File: src/rtl/vga_sync_receiver.sv
// Receive-side VGA timing recovery: locks a local x/y counter pair to incoming
// active-low h_sync/v_sync, regenerates pixel coordinates/index and flags timing violations.
module vga_sync_receiver #(
   parameter  int H_VISIBLE_AREA = 640,
   parameter  int H_FRONT_PORCH  = 16,
   parameter  int H_SYNC_PULSE   = 96,
   parameter  int H_BACK_PORCH   = 48,
   parameter  int V_VISIBLE_AREA = 480,
   parameter  int V_FRONT_PORCH  = 10,
   parameter  int V_SYNC_PULSE   = 2,
   parameter  int V_BACK_PORCH   = 33,
   localparam int H_LINE = H_VISIBLE_AREA + H_FRONT_PORCH + H_SYNC_PULSE + H_BACK_PORCH,
   localparam int V_LINE = V_VISIBLE_AREA + V_FRONT_PORCH + V_SYNC_PULSE + V_BACK_PORCH,
   localparam int HW     = $clog2(H_LINE),
   localparam int VW     = $clog2(V_LINE),
   localparam int IW     = $clog2(H_VISIBLE_AREA * V_VISIBLE_AREA)
) (
   input  logic          clk,
   input  logic          reset,
   input  logic          h_sync,
   input  logic          v_sync,
   output logic [HW-1:0] horizontal_coord,
   output logic [VW-1:0] vertical_coord,
   output logic [IW-1:0] idx,
   output logic          valid,
   output logic          locked,
   output logic          frame_start,
   output logic          lock_error,
   output logic [7:0]    error_count
);

   localparam int H_SYNC_START = H_VISIBLE_AREA + H_FRONT_PORCH;
   localparam int V_SYNC_START = V_VISIBLE_AREA + V_FRONT_PORCH;

   localparam logic [HW-1:0] H_LAST = HW'(H_LINE - 1);
   localparam logic [HW-1:0] H_SS   = HW'(H_SYNC_START);
   localparam logic [HW-1:0] H_SE   = HW'((H_SYNC_START + H_SYNC_PULSE) % H_LINE);
   localparam logic [HW-1:0] H_VIS  = HW'(H_VISIBLE_AREA);
   localparam logic [VW-1:0] V_LAST = VW'(V_LINE - 1);
   localparam logic [VW-1:0] V_SS   = VW'(V_SYNC_START);
   localparam logic [VW-1:0] V_SE   = VW'((V_SYNC_START + V_SYNC_PULSE) % V_LINE);
   localparam logic [VW-1:0] V_VIS  = VW'(V_VISIBLE_AREA);

   typedef enum logic [1:0] {SEARCH_H, SEARCH_V, LOCKED} state_t;

   state_t        state_q, state_d;
   logic [HW-1:0] h_q, h_d, x_eff;
   logic [VW-1:0] v_q, v_d, y_base;
   logic [IW-1:0] idx_q, idx_d;
   logic          h_prev_q, v_prev_q;
   logic          v_seen_q, v_seen_d;
   logic          lock_error_q, lock_error_d;
   logic [7:0]    error_count_q, error_count_d;
   logic          h_fall, h_rise, v_fall, v_rise;
   logic          realign, vload, err, wrap, h_at_last, valid_d;

   assign h_fall    = ~h_sync & h_prev_q;
   assign h_rise    = h_sync & ~h_prev_q;
   assign v_fall    = ~v_sync & v_prev_q;
   assign v_rise    = v_sync & ~v_prev_q;
   assign h_at_last = (h_q == H_LAST);

   always_comb begin
      state_d = state_q;
      realign = 1'b0;
      vload   = 1'b0;
      err     = 1'b0;
      unique case (state_q)
         SEARCH_H: begin
            if (h_fall) begin
               realign = 1'b1;
               state_d = SEARCH_V;
            end
         end
         SEARCH_V: begin
            realign = h_fall;
            if (v_fall) begin
               vload   = 1'b1;
               state_d = LOCKED;
            end
         end
         LOCKED: begin
            if (h_fall && (h_q != H_SS)) begin
               realign = 1'b1;
               err     = 1'b1;
               state_d = SEARCH_V;
            end
            // Any of these loses lock entirely; they override a pending realign-only drop.
            if ((h_q == H_SS && !h_fall) ||
                (h_q == H_SE && !h_rise) ||
                (h_rise && h_q != H_SE) ||
                (v_fall && v_q != V_SS) ||
                (h_at_last && v_q == V_SS && !(v_seen_q || v_fall)) ||
                (v_rise && v_q != V_SE)) begin
               err     = 1'b1;
               state_d = SEARCH_H;
            end
         end
         default: state_d = SEARCH_H;
      endcase
   end

   // A realign redefines the current cycle as x = H_SYNC_START, so the wrap decision
   // for both counters is taken from that effective position.
   always_comb begin
      x_eff  = realign ? H_SS : h_q;
      wrap   = (x_eff == H_LAST);
      h_d    = wrap ? '0 : x_eff + 1'b1;
      y_base = vload ? V_SS : v_q;
      v_d    = wrap ? ((y_base == V_LAST) ? '0 : y_base + 1'b1) : y_base;
      v_seen_d = wrap ? 1'b0 : (v_seen_q | v_fall);
   end

   // Visible pixels are always entered at (0,0) after lock, so a running +1 tracks the index.
   always_comb begin
      valid_d = (state_d == LOCKED) && (h_d < H_VIS) && (v_d < V_VIS);
      idx_d   = idx_q;
      if (valid_d) begin
         idx_d = (h_d == '0 && v_d == '0) ? '0 : idx_q + 1'b1;
      end
      lock_error_d  = err;
      error_count_d = (err && error_count_q != 8'hFF) ? error_count_q + 8'd1 : error_count_q;
   end

   always_ff @(posedge clk) begin
      if (reset) begin
         state_q       <= SEARCH_H;
         h_q           <= '0;
         v_q           <= '0;
         idx_q         <= '0;
         h_prev_q      <= 1'b0;
         v_prev_q      <= 1'b0;
         v_seen_q      <= 1'b0;
         lock_error_q  <= 1'b0;
         error_count_q <= 8'd0;
      end else begin
         state_q       <= state_d;
         h_q           <= h_d;
         v_q           <= v_d;
         idx_q         <= idx_d;
         h_prev_q      <= h_sync;
         v_prev_q      <= v_sync;
         v_seen_q      <= v_seen_d;
         lock_error_q  <= lock_error_d;
         error_count_q <= error_count_d;
      end
   end

   assign horizontal_coord = h_q;
   assign vertical_coord   = v_q;
   assign idx              = idx_q;
   assign locked           = (state_q == LOCKED);
   assign valid            = locked && (h_q < H_VIS) && (v_q < V_VIS);
   assign frame_start      = locked && (h_q == '0) && (v_q == '0);
   assign lock_error       = lock_error_q;
   assign error_count      = error_count_q;

endmodule

File: config.mk
export PLATFORM = sky130hd
export DESIGN_NAME = vga_sync_receiver
export DESIGN_NICKNAME = d
export VERILOG_FILES = /design/src/rtl/vga_sync_receiver.sv
export SDC_FILE = /design/constraint.sdc
export NUM_CORES = 1
export LEC_CHECK = 0
export CAP_MARGIN = 20
export CORE_MARGIN = 2
export CORE_UTILIZATION = 53
export CTS_CLUSTER_SIZE = 24
export DETAILED_ROUTE_END_ITERATION = 8
export PLACE_DENSITY_LB_ADDON = 0.15
export RECOVER_POWER = 100
export SETUP_SLACK_MARGIN = 0.4
export SLEW_MARGIN = 20
export SYNTH_ARGS = -nofsm -noshare
export SYNTH_HDL_FRONTEND = slang
export SYNTH_SLANG_ARGS = --single-unit
File: constraint.sdc
create_clock -name clk -period 5.7 [get_ports clk]
set_input_delay 1.71 -clock clk [delete_from_list [all_inputs] [get_ports clk]]
set_output_delay 1.71 -clock clk [all_outputs]
set_load 0.05 [all_outputs]
==> impl_metrics.yaml <==
detailed_routing:
  drt_wl_total_mm: 8.093
  routedWlPerCell_um: 15.75
  route.vias.total: 3112
  first_iter_violations: 246
  dr.pass1.iters: 4
  final_antenna_net_count: 0
  viasPerCell: 6.054
  drc: 0
synth:
  synth_top_area_frac: 0.3529
  synth_flop_cell: "dfxtp_1"
  synthTopCellsByArea: "dfxtp_1, nor2_1, a21oi_1"
  avgSynthCellArea_um2: 7.850
  synth-warning-count: 0
  ys_seq_area_frac: 0.3529
  synth_cell_types: 56
  synth-edff-count: 0
  syn_inst: 383
  yosysMostFrequentCell: "nor2_1"
  synth_common_cells: "nor2_1, dfxtp_1, a21oi_1"
  ys_ff_latch: 53
  syn_nets: 393
  synth_async_sr_flop_share: 0
  synth_area_leader_cell: "dfxtp_1"
  syn_area_um2: 3007
power:
  irDropWorstVdd_mv: 0.1363
  power_density_nw_per_um2: 188.4
  leakage_nw: 1.469
  power_uw: 711.1
finish:
  final_core_util: 0.6855
  area_growth_pct: 25.55
  drive_gt1_frac: 0.07240
  fin_nets: 451
  fillCellCount: 471
  diodes: 0
setup_path:
  cp_top_family: "simple AND/OR/NAND/NOR gates"
  path_cells: "dlygate4sd3_1 -> nor2b_1 -> nand2_1 -> a31o_2 -> and2_0 -> ha_1 -> and3_1 -> nand4_1 -> or2_2 -> o211ai_1 -> o311ai_1 -> or3b_4 -> or4_4 -> or3_1 -> a21oi_1"
  required_ns: 5.95
  cp-start-kind: "primary input"
  max_stage_delay_ns: 0.56
  worst_path_max_delay_cell: "dlygate4sd3_1"
  cp-end-kind: "flop"
  critPathKind: "primary input to flop"
  path_max_fanout: 7
  crit_arrival_ns: 5.41
  cp.buffers_inverters: 1
clock_network:
  clkTransAtPathRegs_ns: 0.10
  numCtsBuffers: 5
  clock_tree.root_cell: "clkbuf_8"
  htreeDepth: 2
  cts_tree: "done"
  clock-sinks: 53
  clk-insertion-delay-late_ns: 0.31
  clock_path_buffers: 2
global_route:
  overflow: 0
  grt_max_degree: 36
  antenna_found_initial: 0
  grt_pass1_vias: 2907
  grt_pass1_wl_mm: 13.33
  grt_usage: 0.2626
floorplanning:
  die_h_um: 79.32
  num_io_pins: 55
  dieArea_um2: 6292
  coreArea_um2: 5507
  die_x_um: 79.32
  num_rows: 27
  start_util: 0.5460
timing:
  slew_viol_final: 36
  timing.fmax_mhz: 193.8
  finClkSkew_ns: 0.01116
  tightest_slew_ns: 1.600
  timing.final.crit_period_ns: 5.161
  fin_ws_ns: 0.5394
  max_slew_margin: -0.06695
  finalSetupTns_ns: 0
  hold_slack_ns: 0.5073
  timing.final.crit_share: 0.9054
  rsz0062_at_grt: "no"
  setup_violations: 0
  finalHoldViolations: 0
place:
  post-dp-hpwl_mm: 5.802
  gp_congestion: 0.8760
  port_buffers: 54
  pre_cts_slack_ns: 0.1076
run_status:
  status: "finished, violations left"
  violations: "max-capacitance violations, max-slew violations"
hold_path:
  min_path_type: "flop to flop"
job:
  drv_cap: 1
[path summary, 6_finish.rpt]
check,startpoint,slack [ns],end,depth (start not counted)
max reg2reg,horizontal_coord[4]$_SDFF_PP0_,1.51,idx[18]$_SDFFE_PP0P_,13
min reg2reg,idx[18]$_SDFFE_PP0P_,0.51,idx[18]$_SDFFE_PP0P_,2
min,idx[18]$_SDFFE_PP0P_,0.51,idx[18]$_SDFFE_PP0P_,2
max,h_sync,0.54,idx[18]$_SDFFE_PP0P_,15
[worst min-delay path: cells and delay by family (launching register included)]
kind           cells  cell delay (ns)
flip-flops         1             0.34
AO/OA/AOI/OAI      2             0.13
[layer usage]
layer  track usage  share of wire  up-vias
met2        0.4568           0.51      112
li1              -              -     1519
met4        0.1034          0.022        0
met1        0.3185           0.42     1463
met3       0.05000          0.051       18
met5             0              0        -
[metrics by stage]
| stage | area, µm² | instances |
|---|---|---|
| floorplan | 3008 | 383 |
| global placement | 3651 | 504 |
| detailed placement | 3651 | 504 |
| CTS | 3762 | 512 |
| global route | 3775 | 514 |
| finish | 3775 | 514 |
[cells in the final DEF, fill, tap and decap left out, types with 3 or more instances in the layout]
cell	netlist	layout
nor2_1	56	56
dlygate4sd3_1	0	54
dfxtp_1	53	53
a21oi_1	28	28
nand3_1	25	25
nand2_1	19	19
nand4_1	15	15
nor3_1	13	13
inv_1	12	12
nor2b_1	11	11
and3_1	10	10
xnor2_1	10	10
xor2_1	10	10
buf_4	0	10
nor4_1	10	9
or3_1	8	8
a31oi_1	8	8
o31ai_1	7	7
o21ai_1	7	7
ha_1	6	6
o21ai_0	5	5
clkbuf_8	0	5
clkbuf_1	15	5
and4_1	4	4
or4_1	4	4
and2_1	4	3
a31o_2	3	3
a211oi_1	3	3
[layout make-up]
type / instances / area [µm²] / share of cell area
Clock buffer: 6 / 72.57 / 0.01922
Multi-Input combinational cell: 301 / 1837 / 0.4866
Sequential cell: 53 / 1061 / 0.2811
Tap cell: 72 / 90.09 / 0.02386
Clock inverter: 2 / 38.79 / 0.01028
Timing Repair Buffer: 68 / 630.6 / 0.1671
Inverter: 12 / 45.04 / 0.01193
[logic make-up after synthesis]
family                   count (synthesis)  share of synthesized area
AND/OR/NAND/NOR                        196                     0.3537
AO/OA/AOI/OAI                           75                     0.1569
flip-flops                              53                     0.3529
buffers and inverters                   30                    0.04286
XOR/XNOR                                20                    0.05826
adder cells (fa/ha/maj)                  6                    0.02497
multiplexers                             3                    0.01040
[report_power, final]
group / internal (mW) / total (mW) / switching (mW)
clock: 0.132 / 0.257 / 0.125
sequential: 0.376 / 0.385 / 0.00949
combinational: 0.0248 / 0.0691 / 0.0443
total: 0.532 / 0.711 / 0.179
[registers in the layout, summed over array words and instances (netlist names), 2 cells and up]
register,flops
vertical_coord,10
state_q,2
idx,19
horizontal_coord,10
error_count,8
[timing repair]
item / CTS / global route
resized for setup: 0 / 7
setup endpoints to repair: 0 / 15
hold buffers: 0 / 0
buffers inserted: 0 / 1
No activity file was read; power rests on OpenSTA's default activity.
